--- src/rtl/adder_pkg.sv ---
// Shared constants and helpers for the pipelined adder.
package adder_pkg;

   localparam logic OP_ADD = 1'b0;
   localparam logic OP_SUB = 1'b1;

   // Elaboration-time ceiling divide used to size the pipeline.
   function automatic int unsigned ceil_div(input int unsigned num, input int unsigned den);
      return (num + den - 1) / den;
   endfunction

endpackage

--- src/rtl/adder_pipe_if.sv ---
// Operand/result handshake bundle between source, adder_pipe and consumer.
interface adder_pipe_if #(
   parameter int unsigned WIDTH = 6
);
   logic             in_valid;
   logic             in_ready;
   logic [WIDTH-1:0] x;
   logic [WIDTH-1:0] y;
   logic             op;
   logic             out_valid;
   logic             out_ready;
   logic [WIDTH:0]   s;

   modport master (
      output in_valid, x, y, op, out_ready,
      input  in_ready, out_valid, s
   );

   modport slave (
      input  in_valid, x, y, op, out_ready,
      output in_ready, out_valid, s
   );
endinterface

--- src/rtl/adder_chunk.sv ---
// Combinational W-bit slice adder with carry in/out.
module adder_chunk #(
   parameter int unsigned W = 2
) (
   input  logic [W-1:0] a,
   input  logic [W-1:0] b,
   input  logic         cin,
   output logic [W-1:0] sum,
   output logic         cout
);
   assign {cout, sum} = (W+1)'(a) + (W+1)'(b) + (W+1)'(cin);
endmodule

--- src/rtl/adder_pipe.sv ---
// Pipelined WIDTH-bit add/subtract: one CHUNK-bit ripple slice per register stage,
// with a whole-pipeline freeze when the consumer back-pressures.
module adder_pipe
   import adder_pkg::*;
#(
   parameter int unsigned WIDTH = 6,
   parameter int unsigned CHUNK = 2
) (
   input  logic         clk,
   input  logic         rst_n,
   adder_pipe_if.slave  bus
);
   localparam int unsigned STAGES = ceil_div(WIDTH, CHUNK);

   logic stall_c;
   logic accept_c;

   // in_ready follows the stall directly so a draining result frees the slot in the same cycle.
   assign stall_c      = bus.out_valid && !bus.out_ready;
   assign bus.in_ready = !stall_c;
   assign accept_c     = bus.in_valid && !stall_c;

   for (genvar k = 0; k < int'(STAGES); k++) begin : g_stg
      localparam int unsigned LO = k * CHUNK;
      localparam int unsigned CW = (WIDTH - LO < CHUNK) ? (WIDTH - LO) : CHUNK;
      localparam int unsigned HI = LO + CW;

      logic [WIDTH-LO-1:0] a_in;
      logic [WIDTH-LO-1:0] b_in;
      logic                cin;
      logic                v_in;
      logic [CW-1:0]       sum_c;
      logic                cout_c;
      logic [HI-1:0]       sum_n;
      logic [HI-1:0]       sum_q;
      logic                c_q;
      logic                v_q;

      if (k == 0) begin : g_first
         // Subtract is x + ~y + 1; the +1 enters as the stage-0 carry.
         assign a_in  = bus.x;
         assign b_in  = (bus.op == OP_ADD) ? bus.y : ~bus.y;
         assign cin   = (bus.op == OP_SUB);
         assign v_in  = accept_c;
         assign sum_n = sum_c;
      end else begin : g_next
         assign a_in  = g_stg[k-1].g_rem.a_q;
         assign b_in  = g_stg[k-1].g_rem.b_q;
         assign cin   = g_stg[k-1].c_q;
         assign v_in  = g_stg[k-1].v_q;
         assign sum_n = {sum_c, g_stg[k-1].sum_q};
      end

      adder_chunk #(
         .W (CW)
      ) u_chunk (
         .a    (a_in[CW-1:0]),
         .b    (b_in[CW-1:0]),
         .cin  (cin),
         .sum  (sum_c),
         .cout (cout_c)
      );

      // Valid, carry and the lower sum bits produced so far.
      always_ff @(posedge clk or negedge rst_n) begin
         if (!rst_n) begin
            v_q   <= 1'b0;
            c_q   <= 1'b0;
            sum_q <= '0;
         end else if (!stall_c) begin
            v_q   <= v_in;
            c_q   <= cout_c;
            sum_q <= sum_n;
         end
      end

      // Skew registers carry the operand chunks not yet summed.
      if (HI < WIDTH) begin : g_rem
         logic [WIDTH-HI-1:0] a_q;
         logic [WIDTH-HI-1:0] b_q;

         always_ff @(posedge clk or negedge rst_n) begin
            if (!rst_n) begin
               a_q <= '0;
               b_q <= '0;
            end else if (!stall_c) begin
               a_q <= a_in[WIDTH-LO-1:CW];
               b_q <= b_in[WIDTH-LO-1:CW];
            end
         end
      end
   end

   assign bus.out_valid = g_stg[STAGES-1].v_q;
   assign bus.s         = {g_stg[STAGES-1].c_q, g_stg[STAGES-1].sum_q};

endmodule

--- src/flat_wrapper.sv ---
// flat-port wrapper written by rule: the top's interface ports become plain ports
module adder_pipe_flat import adder_pkg::*;
#(
   parameter int unsigned WIDTH = 6,
   parameter int unsigned CHUNK = 2
)
  (clk, rst_n, bus_in_valid, bus_x, bus_y, bus_op, bus_out_ready, bus_in_ready, bus_out_valid, bus_s);
  adder_pipe_if #(.WIDTH(WIDTH)) bus_i ();
  input  logic clk;
  input  logic rst_n;
  input wire logic [$bits(bus_i.in_valid)-1:0] bus_in_valid;
  input wire logic [$bits(bus_i.x)-1:0] bus_x;
  input wire logic [$bits(bus_i.y)-1:0] bus_y;
  input wire logic [$bits(bus_i.op)-1:0] bus_op;
  input wire logic [$bits(bus_i.out_ready)-1:0] bus_out_ready;
  output wire logic [$bits(bus_i.in_ready)-1:0] bus_in_ready;
  output wire logic [$bits(bus_i.out_valid)-1:0] bus_out_valid;
  output wire logic [$bits(bus_i.s)-1:0] bus_s;
  assign bus_i.in_valid = bus_in_valid;
  assign bus_i.x = bus_x;
  assign bus_i.y = bus_y;
  assign bus_i.op = bus_op;
  assign bus_i.out_ready = bus_out_ready;
  assign bus_in_ready = bus_i.in_ready;
  assign bus_out_valid = bus_i.out_valid;
  assign bus_s = bus_i.s;
  adder_pipe #(.WIDTH(WIDTH), .CHUNK(CHUNK)) u_core (.clk(clk), .rst_n(rst_n), .bus(bus_i));
endmodule
--- config.mk ---
export PLATFORM = sky130hd
export DESIGN_NAME = adder_pipe_flat
export DESIGN_NICKNAME = d
export VERILOG_FILES = /design/src/rtl/adder_pkg.sv /design/src/rtl/adder_pipe_if.sv /design/src/rtl/adder_chunk.sv /design/src/rtl/adder_pipe.sv /design/src/flat_wrapper.sv
export SDC_FILE = /design/constraint.sdc
export NUM_CORES = 1
export LEC_CHECK = 0
export ABC_AREA = 1
export BUFFER_PORTS_ARGS = -buffer_cell sky130_fd_sc_hd__buf_2
export CORE_ASPECT_RATIO = 1.4
export CORE_MARGIN = 2
export CORE_UTILIZATION = 58
export DETAILED_ROUTE_END_ITERATION = 10
export PLACE_DENSITY = 0.83
export SKIP_CTS_REPAIR_TIMING = 1
export SYNTH_ARGS = -nofsm -noshare
export SYNTH_HDL_FRONTEND = slang
export SYNTH_HIERARCHICAL = 1
export SYNTH_SLANG_ARGS = --single-unit
export TNS_END_PERCENT = 10
--- constraint.sdc ---
create_clock -name clk -period 3.25 [get_ports clk]
set_input_delay 0.325 -clock clk [delete_from_list [all_inputs] [get_ports clk]]
set_output_delay 0.325 -clock clk [all_outputs]
set_load 0.1 [all_outputs]
==> out/results.ini <==
[logic_synthesis]
synth-seq-area-share_pct = 52.45
ys_warn_count = 6
synthDistinctLibCells = 10
synth-seq-cells = 30
synth_largest_area_cell = dfrtp_1
syn_area_sq_mm = 0.001431
syn-instance-count = 170
syn_nets = 193
ys_top_cells_by_area = dfrtp_1, nand2_1, inv_1
synth_top_area_share_pct = 52.45
synth.avg_cell_area_sq_um = 8.420

[floorplan]
die_area_sq_mm = 0.002887
die_height_um = 62.78
start_util_pct = 60.53
core_area_sq_mm = 0.002365
die_w_um = 45.99
ios = 26
rows = 21

[placed_design]
port_buffers = 25
routabilityCongestion = 0.7000
placedCellCount = 212
dp.final_hpwl_mm = 1.754

[clocking]
clock_path_buffers = 2
htreeDepth = 2
cts.sinks = 30
root_buffer = clkbuf_4
clk_pin_slew_worst_paths_ns = 0.08
clk_latency_ns = 0.33
tritoncts = built
cts_made_buffers = 5

[worst_setup_path]
crit-reg2reg-capture = u_core/g_stg[1].sum_q[3]$_DFFE_PN0N_
worstPathRequired_ns = 2.92
reg2reg_depth = 6
start_kind = flip-flop
crit_path_max_fanout = 32
reg2reg_from = u_core/g_stg[0].g_rem.a_q[0]$_DFFE_PN0N_
worstSetupPathType = flip-flop to output pin
cp.arrival_ns = 1.55
r2r_slack_ns = 1.60
critPathCaptureType = output pin

[global_routing]
antenna_found_initial = 0
grt_max_degree = 33
overflow = 0
grt_pass1_vias = 1047
grt.total_usage_pct = 20.35
grt_pass1_wl_mm = 4.098

[routing]
wl_mm = 2.379
drtIter0Drc = 27
drcViolationCount = 0
vias_per_cell = 4.804
wire_per_inst_um = 10.86
detail-route-antenna-nets = 0
vias = 1052
drt_first_pass_iters = 4

[final_layout]
drive_above_1_share_pct = 16.33
layout_common_cells = nand2_1, inv_1, dfrtp_1
nNetsFinal = 219
layout_commonest_cell = nand2_1
fin_cells = 219
num_antenna_cells = 0
area_growth_syn_to_layout_pct = 10.93

[power_and_ir_drop]
swShare_pct = 50.98
p_clk_share_pct = 12.5
vdd_drop_max_uv = 468.7
p_leak_nw = 0.9539
power_density_mw_per_mm2 = 981.9
p_int_w = 0.0007642
p_sw_w = 0.0007948
seqPwrFrac_pct = 37.4
combPwrFrac_pct = 50.1

[timing]
setup_tns_ns = 0
final_max_slew_viol_count = 0
setup_violations = 0
skew_ns = 0.004722
min_period_over_period_pct = 57.67
relSlewSlack_pct = 58.44
fin_crit_ns = 1.874
max_freq_ghz = 0.5336
worstMarginPinSlew_ns = 0.6233
hold_viol = 0
rsz0062_at_grt = false

[worst_hold_path]
hold_class = input pin to asynchronous set/reset pin

[run]
drv_cap = 0

[status]
status = finished clean

[cells in the mapped netlist]
| library cell | count |
|---|---|
| dfrtp_1 | 30 |
| xor2_1 | 2 |
| fa_1 | 6 |
| nand2_1 | 75 |
| buf_4 | 6 |
| o21ai_0 | 9 |
| buf_2 | 1 |
| inv_1 | 36 |
| nor2_4 | 1 |
| nand3_1 | 4 |
[power groups by stage]
stage / sequential, W / clock, W / combinational [W]
2_1_floorplan: 0.000884 / 0 / 0.000365
3_3_place_gp: 0.000580 / 0 / 0.000760
3_5_place_dp: 0.000592 / 0 / 0.000791
4_1_cts: 0.000584 / 0.000202 / 0.000791
5_1_grt: 0.000601 / 0.000220 / 0.000863
6_report: 0.000583 / 0.000194 / 0.000782
[per-stage QoR]
| stage | hold WS (ns) | cell area [sq um] | power (W) | worst slack (ns) | utilization, % |
|---|---|---|---|---|---|
| finish | 0.008502 | 1588 | 0.001559 | 1.376 | 67.14 |
| global route | 0.05124 | 1588 | 0.001685 | 1.274 | 67.14 |
| CTS | 0.03245 | 1588 | 0.001577 | 1.356 | 67.14 |
| detailed placement | 0.3864 | 1543 | 0.001382 | 1.306 | 65.24 |
| global placement | 0.3760 | 1543 | 0.001340 | 1.403 | 65.24 |
| floorplan | 0.02941 | 1431 | 0.001249 | 1.445 | - |
[sequential cells by signal (all words and copies together) (netlist names)]
name and count:
u_core/g_stg.sum_q 12, u_core/g_stg.g_rem.a_q 6, u_core/g_stg.g_rem.b_q 6, u_core/g_stg.c_q 3
u_core/g_stg.v_q 2, u_core/bus.out_valid 1
[area by class of cell]
type | instances | area [sq um]
multi-input cells | 97 | 495.5
flip-flops and latches | 30 | 750.7
fillers | 193 | 777.0
repair buffers | 26 | 132.6
clock buffers | 7 | 45.04
inverters | 36 | 135.1
well taps | 23 | 28.78
[worst max path at each step]
stage                                     start                                    to  slack, ns  cells after the start
6_report       u_core/bus.out_valid$_DFFE_PN0N_                          bus_in_ready       1.38                      3
5_1_grt        u_core/bus.out_valid$_DFFE_PN0N_                          bus_in_ready       1.27                      3
4_1_cts        u_core/bus.out_valid$_DFFE_PN0N_                          bus_in_ready       1.36                      3
3_5_place_dp                             bus_op  u_core/g_stg[0].sum_q[1]$_DFFE_PN0N_       1.31                      8
3_3_place_gp                             bus_op  u_core/g_stg[0].sum_q[1]$_DFFE_PN0N_       1.40                      8
2_1_floorplan                            bus_op  u_core/g_stg[0].sum_q[1]$_DFFE_PN0N_       1.44                      8
[logic make-up after synthesis]
logic type                 after synthesis  share of synthesized area (%)
xor gates and xnor gates                 2                          1.224
buffers and inverters                   43                          12.94
and+or+nand+nor                         80                          21.85
adders and majority gates                6                          8.392
DFF                                     30                          52.45
AOI/OAI and AO/OA                        9                          3.147
[critical path, cell delays in order (launching register included)]
cell,delay [ns]
dfrtp_1,0.39
nand2_1,0.07
buf_4,0.28
buf_2,0.49
[layer usage]
metal	part of all wire [%]	GRT usage, %
met1	39	20.71
met2	53	34.38
met3	5.0	6.936
met4	2.9	10.71
met5	0	0
Power figures use the tool's default switching activity.
